`config.mk`:
```
export PLATFORM = sky130hd
export DESIGN_NAME = scale_ctrl
export DESIGN_NICKNAME = d
export VERILOG_FILES = /design/src/rtl/scale_ctrl_pkg.sv /design/src/rtl/scale_ctrl_shift.sv /design/src/rtl/scale_ctrl.sv
export SDC_FILE = /design/constraint.sdc
export NUM_CORES = 1
export LEC_CHECK = 0
export CAP_MARGIN = 20
export CELL_PAD_IN_SITES_DETAIL_PLACEMENT = 0
export CELL_PAD_IN_SITES_GLOBAL_PLACEMENT = 1
export CORE_UTILIZATION = 35
export CTS_CLUSTER_SIZE = 12
export DETAILED_ROUTE_END_ITERATION = 16
export GPL_TIMING_DRIVEN = 0
export PLACE_DENSITY = 0.83
export SLEW_MARGIN = 20
export SYNTH_ARGS = -nofsm -noshare
export SYNTH_HDL_FRONTEND = slang
export SYNTH_HIERARCHICAL = 1
export SYNTH_SLANG_ARGS = --single-unit
export TNS_END_PERCENT = 100
```
`constraint.sdc`:
```
create_clock -name clk -period 4.7 [get_ports clk]
set_input_delay 1.175 -clock clk [delete_from_list [all_inputs] [get_ports clk]]
set_output_delay 1.175 -clock clk [all_outputs]
set_load 0.05 [all_outputs]
```
`src/rtl/scale_ctrl_pkg.sv`:
```
// Shared types and constants for the scale_ctrl frame scaler.
// Holds the FSM state encoding, the shift codes and the shift-code normaliser.
package scale_ctrl_pkg;

    typedef enum logic {
        IDLE = 1'b0,
        RUN  = 1'b1
    } state_t;

    localparam logic [1:0] SH0 = 2'd0;
    localparam logic [1:0] SH1 = 2'd1;
    localparam logic [1:0] SH2 = 2'd2;

    // Code 3 has no shift of its own and behaves exactly like SH2.
    function automatic logic [1:0] norm_code(input logic [1:0] code);
        logic [1:0] res;
        case (code)
            SH0:     res = SH0;
            SH1:     res = SH1;
            default: res = SH2;
        endcase
        return res;
    endfunction

    // True when the two MSBs disagree, i.e. the value does not fit in WL-1 bits.
    function automatic logic top_bits_differ(input logic msb, input logic nmsb);
        return msb ^ nmsb;
    endfunction

endpackage

```
`src/rtl/scale_ctrl_shift.sv`:
```
// scale_shift: combinational complex arithmetic right shift by 0, 1 or 2 bits.
// Real and imaginary parts are shifted independently, sign-extended, truncated.
module scale_shift
    import scale_ctrl_pkg::*;
#(
    parameter int WL = 16
) (
    input  logic [WL-1:0] in_r,
    input  logic [WL-1:0] in_i,
    input  logic [1:0]    code,
    output logic [WL-1:0] out_r,
    output logic [WL-1:0] out_i
);

    logic [1:0] code_s;

    // Select the shifted real/imag values for the normalised code.
    always_comb begin
        code_s = norm_code(code);
        out_r  = in_r;
        out_i  = in_i;
        case (code_s)
            SH0: begin
                out_r = in_r;
                out_i = in_i;
            end
            SH1: begin
                out_r = $unsigned($signed(in_r) >>> 1);
                out_i = $unsigned($signed(in_i) >>> 1);
            end
            default: begin
                out_r = $unsigned($signed(in_r) >>> 2);
                out_i = $unsigned($signed(in_i) >>> 2);
            end
        endcase
    end

endmodule

```
`src/rtl/scale_ctrl.sv`:
```
// scale_ctrl: per-stage block scaler for a radix-4 frame of NPT*STAGES samples.
// Optional macro SCALE_CTRL_GUARD_MON_EN adds the sticky guard_ovf monitor output.
module scale_ctrl
    import scale_ctrl_pkg::*;
#(
    parameter int WL     = 16,
    parameter int NPT    = 64,
    parameter int STAGES = 3
) (
    input  logic                          clk,
    input  logic                          rst,
    input  logic                          cfg_we,
    input  logic [2*STAGES-1:0]           cfg_sched,
    input  logic                          in_valid,
    input  logic                          in_sop,
    input  logic [WL-1:0]                 in_r,
    input  logic [WL-1:0]                 in_i,
    output logic                          out_valid,
    output logic                          out_sop,
    output logic [WL-1:0]                 out_r,
    output logic [WL-1:0]                 out_i,
    output logic [$clog2(STAGES+1)-1:0]   stage_idx,
    output logic                          busy,
    output logic                          frame_done
`ifdef SCALE_CTRL_GUARD_MON_EN
    ,
    output logic                          guard_ovf
`endif
);

    localparam int CNT_W = $clog2(NPT);
    localparam int STG_W = $clog2(STAGES+1);
    localparam int SCH_W = 2*STAGES;

    localparam logic [CNT_W-1:0] CNT_LAST  = CNT_W'(NPT-1);
    localparam logic [STG_W-1:0] STG_LAST  = STG_W'(STAGES-1);
    localparam logic [SCH_W-1:0] SCHED_RST = {STAGES{SH2}};

    state_t             state_r;
    logic [CNT_W-1:0]   count_r;
    logic [STG_W-1:0]   stage_r;
    logic [SCH_W-1:0]   sched_r;
    logic               busy_r;
    logic               frame_done_r;
    logic               out_valid_r;
    logic               out_sop_r;
    logic [WL-1:0]      out_r_r;
    logic [WL-1:0]      out_i_r;

    logic               start_s;
    logic               accept_s;
    logic [SCH_W-1:0]   eff_sched_s;
    logic [STG_W-1:0]   eff_stage_s;
    logic [1:0]         code_s;
    logic [WL-1:0]      shr_r_s;
    logic [WL-1:0]      shr_i_s;

    // Decode acceptance and the shift code that applies to the present sample.
    always_comb begin
        start_s     = in_valid & in_sop;
        accept_s    = 1'b0;
        eff_sched_s = sched_r;
        eff_stage_s = stage_r;
        code_s      = SH2;
        if (state_r == RUN) begin
            accept_s = in_valid;
        end else begin
            accept_s = start_s;
        end
        // A write landing with the frame start already governs that frame.
        if ((state_r == IDLE) && cfg_we) begin
            eff_sched_s = cfg_sched;
        end else begin
            eff_sched_s = sched_r;
        end
        if (start_s) begin
            eff_stage_s = '0;
        end else begin
            eff_stage_s = stage_r;
        end
        for (int s = 0; s < STAGES; s++) begin
            if (eff_stage_s == STG_W'(s)) begin
                code_s = eff_sched_s[2*s +: 2];
            end else begin
                code_s = code_s;
            end
        end
    end

    scale_shift #(
        .WL    (WL)
    ) u_shift (
        .in_r  (in_r),
        .in_i  (in_i),
        .code  (code_s),
        .out_r (shr_r_s),
        .out_i (shr_i_s)
    );

    // Frame sequencing FSM: sample/stage counters, schedule latch, busy and frame_done.
    always_ff @(posedge clk) begin
        if (rst) begin
            state_r      <= IDLE;
            count_r      <= '0;
            stage_r      <= '0;
            sched_r      <= SCHED_RST;
            busy_r       <= 1'b0;
            frame_done_r <= 1'b0;
        end else begin
            frame_done_r <= 1'b0;
            case (state_r)
                IDLE: begin
                    if (cfg_we) begin
                        sched_r <= cfg_sched;
                    end
                    if (start_s) begin
                        state_r <= RUN;
                        busy_r  <= 1'b1;
                        count_r <= CNT_W'(1);
                        stage_r <= '0;
                    end
                end
                RUN: begin
                    if (start_s) begin
                        count_r <= CNT_W'(1);
                        stage_r <= '0;
                    end else if (in_valid) begin
                        if (count_r == CNT_LAST) begin
                            count_r <= '0;
                            if (stage_r == STG_LAST) begin
                                state_r      <= IDLE;
                                busy_r       <= 1'b0;
                                stage_r      <= '0;
                                frame_done_r <= 1'b1;
                            end else begin
                                stage_r <= stage_r + STG_W'(1);
                            end
                        end else begin
                            count_r <= count_r + CNT_W'(1);
                        end
                    end
                end
                default: begin
                    state_r <= IDLE;
                    busy_r  <= 1'b0;
                    count_r <= '0;
                    stage_r <= '0;
                end
            endcase
        end
    end

    // Output register: one-cycle latency, data held across invalid cycles.
    always_ff @(posedge clk) begin
        if (rst) begin
            out_valid_r <= 1'b0;
            out_sop_r   <= 1'b0;
            out_r_r     <= '0;
            out_i_r     <= '0;
        end else if (accept_s) begin
            out_valid_r <= 1'b1;
            out_sop_r   <= in_sop;
            out_r_r     <= shr_r_s;
            out_i_r     <= shr_i_s;
        end else begin
            out_valid_r <= 1'b0;
            out_sop_r   <= 1'b0;
        end
    end

`ifdef SCALE_CTRL_GUARD_MON_EN
    logic guard_r;
    logic ovf_s;

    // Flag a sample that would need a shift but is passed through unshifted.
    always_comb begin
        if (accept_s && (norm_code(code_s) == SH0)) begin
            ovf_s = top_bits_differ(in_r[WL-1], in_r[WL-2]) |
                    top_bits_differ(in_i[WL-1], in_i[WL-2]);
        end else begin
            ovf_s = 1'b0;
        end
    end

    // Sticky guard flag, restarted by each frame-starting sample.
    always_ff @(posedge clk) begin
        if (rst) begin
            guard_r <= 1'b0;
        end else if (start_s) begin
            guard_r <= ovf_s;
        end else if (ovf_s) begin
            guard_r <= 1'b1;
        end
    end

    assign guard_ovf = guard_r;
`endif

    assign out_valid  = out_valid_r;
    assign out_sop    = out_sop_r;
    assign out_r      = out_r_r;
    assign out_i      = out_i_r;
    assign stage_idx  = stage_r;
    assign busy       = busy_r;
    assign frame_done = frame_done_r;

endmodule

```
Word-level counts from Yosys, hierarchy flattened
Index checks and enable logic that the tools add are counted.

Mux-type cells: 33. Equality and inequality tests: 13. Bitwise logic cells: 5. Reductions and logical operators: 10. $add $sub $neg: 2.

Operator list (number): $pmux 15 s2 (2); $mux 6 (5); $mux 2 (8); $mux 1 (13); $pmux 6 s2 (1); $pmux 2 s2 (2); $add 6x1->6 const B (1); $eq 2x1->1 const B (3); $eq 6x6->1 const B (1); $logic_not 2->1 (3); $ne 2x2->1 const B (3); $reduce_and 2->1 (3); $reduce_and 5->1 (1); $reduce_or 5->1 (1); $eq 2x2->1 const B (2); $ne 2x1->1 const B (2); $not 1->1 (4); $pmux 1 s2 (2); $ne 3x1->1 const B (1); $ne 3x2->1 const B (1); $add 2x1->2 const B (1); $reduce_or 2->1 (1); $and 1x1->1 (1); $logic_and 1x1->1 (1).

Bits in registers: 51. Input bits: 43.

Logic depth before layout (Yosys ltp)
Gate-level depths: netlist of the first run.

Word-level depth: 10. Depth in mapped cells: 11.

Cells and area by module
Netlist of the first run, hierarchy kept.

By module, submodules not included: scale_ctrl (times used 1, sequential area each 1021.0 sq um, area each 1954.4 sq um, cells each 243); scale_shift (times used 1, sequential area each 0.0 sq um, area each 634.4 sq um, cells each 98).

Least setup slack after synthesis of the first run
OpenSTA, ideal clock, no wires.

Path type: input -> register. From: in cfg_we. To: reg out_i_r[14], in the netlist out_i[14]. Data arrival time: 2560 ps. Buffers on the path: 2. Stages: 10. Path slack: 2008 ps. Library setup time: 132 ps. Cell sequence: nand2b_1 -> buf_6 -> mux2_1 -> o21ai_0 -> nand2_1 -> buf_6 -> nor2_1 -> mux2_1 -> nand2_1 -> a21oi_1.

Word-level cells in the longest chain between the ends: 9. Elaborated cells between the ends (all ways): 11. Classes of those cells: eq/ne: 2; mux: 6; reduce/logical: 3.

Ends and longest elaborated chain: start: declaration (RTL line scale_ctrl.sv:12) `input logic cfg_we,`; $logic_and 1x1->1 (*) (RTL line scale_ctrl.sv:71) `if ((state_r == IDLE) && cfg_we) begin`; $mux 6 (*) (RTL line scale_ctrl.sv:71); $mux 2 (2 in a row) (RTL line scale_ctrl.sv:82) `if (eff_stage_s == STG_W'(s)) begin`; $mux 2 (*) (RTL line scale_ctrl.sv:82); net code_s[0] (RTL line scale_ctrl.sv:54) `logic [1:0] code_s;`; $eq 2x1->1 / $logic_not 2->1 (equally long branches) (RTL line scale_ctrl_pkg.sv:17) `case (code)`; $pmux 2 s2 (*) (RTL line scale_ctrl_pkg.sv:17); $eq 2x1->1 / $logic_not 2->1 (equally long branches) (RTL line scale_ctrl_shift.sv:22) `case (code_s)`; $pmux 15 s2 (*) (RTL line scale_ctrl_shift.sv:22); net shr_i_s[14] (RTL line scale_ctrl.sv:56) `logic [WL-1:0] shr_i_s;`; end signal: assignment (RTL line scale_ctrl.sv:164) `out_i_r <= shr_i_s;`; end: declaration (RTL line scale_ctrl.sv:48) `logic [WL-1:0] out_i_r;`.

Mark *: on every way through the listed nets, which the timed path passes. The rest lies on a longest branch. A chain may end at the register's enable or synchronous reset.

Worst setup path in the final report of the first run
From: in in_sop. To: reg out_r_r[3], in the netlist out_r[3].

Word-level cells in the longest chain between the ends: 10. Elaborated cells between the ends (all ways): 15. Classes of those cells: eq/ne: 4; mux: 7; bitwise: 1; reduce/logical: 3.

Ends and longest elaborated chain: start: declaration (RTL line scale_ctrl.sv:15) `input logic in_sop,`; $and 1x1->1 (*) (RTL line scale_ctrl.sv:60) `start_s = in_valid & in_sop;`; $mux 2 (*); $logic_not 2->1 (RTL line scale_ctrl.sv:82); $mux 2 (2 in a row) (RTL line scale_ctrl.sv:82); $mux 2 (*) (RTL line scale_ctrl.sv:82); net code_s[0] (RTL line scale_ctrl.sv:54); $eq 2x1->1 / $logic_not 2->1 (equally long branches) (RTL line scale_ctrl_pkg.sv:17); $pmux 2 s2 (*) (RTL line scale_ctrl_pkg.sv:17); $eq 2x1->1 / $logic_not 2->1 (equally long branches) (RTL line scale_ctrl_shift.sv:22); $pmux 15 s2 (*) (RTL line scale_ctrl_shift.sv:22); net shr_r_s[3] (RTL line scale_ctrl.sv:55) `logic [WL-1:0] shr_r_s;`; end signal: assignment (RTL line scale_ctrl.sv:163) `out_r_r <= shr_r_s;`; end: declaration (RTL line scale_ctrl.sv:47) `logic [WL-1:0] out_r_r;`.

Marked as above.

==> flow_metrics.tcl, run 1 <==
set metrics [dict create \
    synth_ff_type "dfxtp_1" \
    end_kind "flip-flop" \
    seq_area_frac_synth 0.3944 \
    fin_cells 525 \
    dr_total_vias 2516 \
    p_total_mw 1.033 \
    cts_num_sinks 51 \
    die_area_um2 7744 \
    syn_area_per_cell_um2 7.592 \
    dp_hpwl_mm 5.084 \
    post-route-util 0.5152 \
    clk-insertion-delay-late_ns 0.30 \
    required_ns 4.88 \
    grt_start_max_net_pins 17 \
    yosys_warnings 6 \
    routedWlPerCell_um 12.60 \
    drtPass1Iterations 4 \
    cts_tree "done" \
    async_flop_share 0 \
    clk_pin_slew_ns 0.09 \
    fill_cells 742 \
    netlist_instances 341 \
    fin_skew_ns 0.009248 \
    synth_edf_count 0 \
    slew_headroom 0.6518 \
    final_antenna_net_count 0 \
    start_kind "primary input" \
    gr-total-overflow 0 \
    htreeDepth 2 \
    syn_nets 385 \
    die_y_um 88 \
    seq_area_um2 1021 \
    route.detailed.drc 0 \
    clk_path_buf_depth 2 \
    syn_to_final_growth_pct 38.96 \
    dp_slack_ns 1.308 \
    antenna_found_initial 0 \
    worstHoldPathType "reg -> reg" \
    drt-total-wl_mm 6.616 \
    status "completed" \
    multi_input_area_um2 1410 \
    dp_cells 517 \
    cap_violations 0 \
    layout.cells.most_common "nand2_1" \
    clockRootBuffer "clkbuf_8" \
    fin_nets 472 \
    die_x_um 88 \
    crit_type "in -> reg" \
    grt.total_usage 0.1799 \
    ys_ff_latch 51 \
    finalSetupTns_ns 0 \
    max_slew.worst_pin.slew_ns 0.5207 \
    grt_pass1_vias 2408 \
    holdBufCountCts 0 \
    power_density_nw_per_um2 287.1 \
    critPathArrivalTime_ns 3.26 \
    fmaxAchievable_mhz 324.7 \
    mostFrequentLayoutCells "105 x nand2_1, 80 x clkdlybuf4s50_1, 51 x dfxtp_1" \
    grt_pass1_wl_mm 11.05 \
    finalCriticalPeriod_ns 3.080 \
    power_leakage_nw 1.372 \
    rows 30 \
    pin_count 81 \
    setup_slack_ns 1.620 \
    rsz0062_at_grt "false" \
    start_util 0.3708 \
    initialDrtViolationCount 70 \
    avgViaCountPerCell 4.792 \
    drive_above_1_share 0.06760 \
    peakVddDrop_v 0.0001394 \
    ys_types 30 \
    netlist_area_um2 2589 \
    gp_congestion 0.8307 \
    cts_post_setup_buffers_inserted 0 \
    path_max_fanout 10 \
    fin_crit_sh 0.6553 \
    core_area_um2 6982 \
    antenna_cells 0 \
    post_cts_resized 0 \
    numCtsBuffers 5 \
    hold_viol 0 \
    io_buffers 80 \
    setup_viol 0 \
    slew_viol_final 0 \
]
final cells by class:
class,instances,area share
Multi-Input combinational cell,264,0.3920
Clock buffer,5,0.01913
Sequential cell,51,0.2838
Clock inverter,3,0.005217
Buffer,26,0.04383
Tap cell,96,0.03339
Timing Repair Buffer,80,0.2226
layer usage:
layer	global-route usage	vias to the layer above	share of wire
li1	-	1310	-
met3	0.03016	4	0.040
met5	0	-	0
met2	0.3044	54	0.47
met1	0.2387	1148	0.48
met4	0.04173	0	0.0091
final timing paths:
check	to	cells past startpoint	start	slack, ns
max	out_r[3]	11	in_sop	1.62
min	out_r[4]	2	out_r[4]	0.45
max reg2reg	out_r[14]	10	state_r	2.51
min reg2reg	out_r[4]	2	out_r[4]	0.45
flip-flops by register name (all words and copies together), names as in the netlist:
register    cells
stage_idx       2
out_sop         1
frame_done      1
state_r         1
busy            1
sched_r         6
count_r         6
out_valid       1
out_r          16
out_i          16
synth_stat cells (all sizes together) (2+ instances only):
cell type	count	area [um2]
and2	3	18.77
nand2b	6	37.54
xnor2	2	17.52
nor2b	2	12.51
o21ai	33	165.1
clkbuf	6	22.52
nor3	2	15.01
dfxtp	51	1021
nand3	5	25.02
a21oi	38	190.2
a211oi	2	15.01
and3	2	12.51
mux2i	33	330.3
nor2	20	75.07
mux2	3	33.78
nand2	105	394.1
buf	20	135.1
worst max-delay path, cell delays in order:
cell and delay, ns:
clkdlybuf4s50_1 0.52, and2_1 0.21, buf_2 0.17, o32a_1 0.33
nand2_1 0.11, buf_6 0.19, buf_12 0.16, mux2i_1 0.21
o21ai_1 0.08, nand2_1 0.07, a21oi_1 0.06
power breakdown:
group          total (mW)  leakage (nW)  internal, mW  switching [mW]
Sequential          0.468         0.417         0.456          0.0122
Clock               0.256        0.0483         0.105           0.151
Combinational       0.308         0.907         0.129           0.180
through the flow:
stage                     hold WS [ns]  cell area (um2)
final                           0.4547             3597
after global routing            0.4796             3597
after CTS                       0.4590             3597
after detailed placement        0.4454             3510
after global placement          0.4423             3510
after floorplan                 0.4409             2589
kinds of logic after synthesis:
logic type | Yosys count | share of synthesized area
fa+ha+maj | 1 | 0.004832
xor+xnor | 2 | 0.006768
simple gates | 149 | 0.2392
flops | 51 | 0.3944
mux | 36 | 0.1406
compound gates | 76 | 0.1532
buf+inv | 26 | 0.06090
No activity file was read; power rests on OpenSTA's default activity.
==> run 2: changes to the inputs <==
--- a/config.mk
+++ b/config.mk
@@ -8,11 +8,11 @@
 export CAP_MARGIN = 20
 export CELL_PAD_IN_SITES_DETAIL_PLACEMENT = 0
 export CELL_PAD_IN_SITES_GLOBAL_PLACEMENT = 1
-export CORE_UTILIZATION = 35
+export CORE_UTILIZATION = 33
 export CTS_CLUSTER_SIZE = 12
 export DETAILED_ROUTE_END_ITERATION = 16
 export GPL_TIMING_DRIVEN = 0
-export PLACE_DENSITY = 0.83
+export PLACE_DENSITY = 0.79
 export SLEW_MARGIN = 20
 export SYNTH_ARGS = -nofsm -noshare
 export SYNTH_HDL_FRONTEND = slang
==> constraint.sdc (replaced) <==
create_clock -name clk -period 2.9 [get_ports clk]
set_input_delay 0.725 -clock clk [delete_from_list [all_inputs] [get_ports clk]]
set_output_delay 0.725 -clock clk [all_outputs]
set_load 0.05 [all_outputs]
==> flow_metrics.tcl, run 2 (synthesized netlist as in run 1, its figures left out) <==
set metrics [dict create \
    antenna_found_initial 0 \
    route.detailed.drc 0 \
    layout.cells.most_common "nand2_1" \
    power_density_nw_per_um2 482.8 \
    critPathArrivalTime_ns 2.83 \
    post_cts_resized 0 \
    clk_path_buf_depth 2 \
    grt.total_usage 0.1714 \
    start_util 0.3494 \
    pin_count 81 \
    io_buffers 80 \
    critPathMostFrequentCell "nand2_1" \
    hold_viol 0 \
    cap_violations 0 \
    drtPass1Iterations 4 \
    finalCriticalPeriod_ns 2.654 \
    worstPathCellList "clkdlybuf4s50_1, and2_1, buf_2, o32a_1, nand2_1, buf_6, buf_12, mux2i_1, o21ai_1, nand2_1, a21oi_1" \
    grt_start_max_net_pins 16 \
    crit_type "in -> reg" \
    fmaxAchievable_mhz 376.8 \
    die_y_um 90.57 \
    rows 31 \
    worstHoldPathType "reg -> reg" \
    htreeDepth 2 \
    grt_pass1_wl_mm 11.41 \
    fin_crit_sh 0.9152 \
    gp_congestion 0.7849 \
    drt-total-wl_mm 6.732 \
    die_area_um2 8203 \
    setup_viol 0 \
    gr-total-overflow 0 \
    fin_nets 472 \
    dr_total_vias 2487 \
    cts_tree "done" \
    rsz0062_at_grt "false" \
    peakVddDrop_v 0.0001973 \
    power_leakage_nw 1.374 \
    r2r_setup_slack_ns 0.73 \
    required_ns 3.07 \
    max_stage_delay_ns 0.53 \
    antenna_cells 0 \
    start_kind "primary input" \
    slew_viol_final 0 \
    critPathBufInv 4 \
    cts_num_sinks 51 \
    holdBufCountCts 0 \
    path_max_fanout 10 \
    fin_skew_ns 0.004895 \
    fin_cells 527 \
    wl_met1_mm 3.255 \
    drive_above_1_share 0.06542 \
    met3_length_um 237 \
    clockRootBuffer "clkbuf_8" \
    fill_cells 759 \
    final_antenna_net_count 0 \
    grt_pass1_vias 2362 \
    clk-insertion-delay-late_ns 0.30 \
    crit_slowest_cell "clkdlybuf4s50_1" \
    initialDrtViolationCount 102 \
    hold_ws_ns 0.4554 \
    dp_hpwl_mm 5.206 \
    wl_met2_mm 3.192 \
    die_x_um 90.57 \
    routed.top_layer "met4" \
    numCtsBuffers 5 \
    slew_headroom 0.6435 \
    dp_cells 520 \
    syn_to_final_growth_pct 39.83 \
    mostFrequentLayoutCells "105 x nand2_1, 80 x clkdlybuf4s50_1, 51 x dfxtp_1" \
    max_slew.worst_pin.slew_ns 0.5331 \
    clk_pin_slew_ns 0.09 \
    cts_post_setup_buffers_inserted 0 \
    crit_family "buffers and inverters" \
    end_kind "flip-flop" \
    avgViaCountPerCell 4.719 \
    core_area_um2 7408 \
    routedWlPerCell_um 12.77 \
    status "completed" \
]
==> run 2: worst min-delay path: cells and delay by family (launching register included) <==
family / cells / cell delay (ns)
AOI/OAI and AO/OA: 1 / 0.05
DFF: 1 / 0.32
and+or+nand+nor: 1 / 0.05
==> run 2: per-stage QoR <==
step | setup TNS, ns | util | total power [mW] | setup slack (ns) | area [um2]
6_report | 0 | 0.4886 | 1.748 | 0.2460 | 3620
5_1_grt | 0 | 0.4886 | 1.850 | 0.07731 | 3620
4_1_cts | 0 | 0.4886 | 1.763 | 0.2584 | 3620
3_5_place_dp | -0.5784 | 0.4742 | 1.277 | -0.06272 | 3513
3_3_place_gp | -0.4299 | 0.4742 | 1.274 | -0.04436 | 3513
2_1_floorplan | 0 | - | 1.097 | 0.6579 | 2589
==> run 2: final cells by class <==
class                           count  area, um2  share of cell area
Timing Repair Buffer               80      800.8              0.2212
Buffer                             26      157.7             0.04355
Sequential cell                    51       1021              0.2821
Clock inverter                      2      37.54             0.01037
Tap cell                           99      123.9             0.03422
Multi-Input combinational cell    264       1410              0.3896
Clock buffer                        5      68.82             0.01901
==> run 2: path summary, 6_finish.rpt <==
path / start / to / cells after the start
worst max-delay path: in_sop / out_r[4] / 11
worst min-delay path: out_r[3] / out_r[3] / 2
worst max register to register: state_r / out_r[14] / 10
worst min register to register: out_r[3] / out_r[3] / 2
==> run 2: routing by layer <==
layer / vias up / track usage
li1: 1318 / -
met1: 1118 / 0.2222
met2: 49 / 0.2910
met3: 2 / 0.03367
met4: 0 / 0.04032
met5: - / 0
==> run 2: power breakdown <==
part / internal, mW / switching, mW / total (mW)
Clock: 0.253 / 0.236 / 0.489
Sequential: 0.739 / 0.0204 / 0.760
Combinational: 0.208 / 0.291 / 0.499
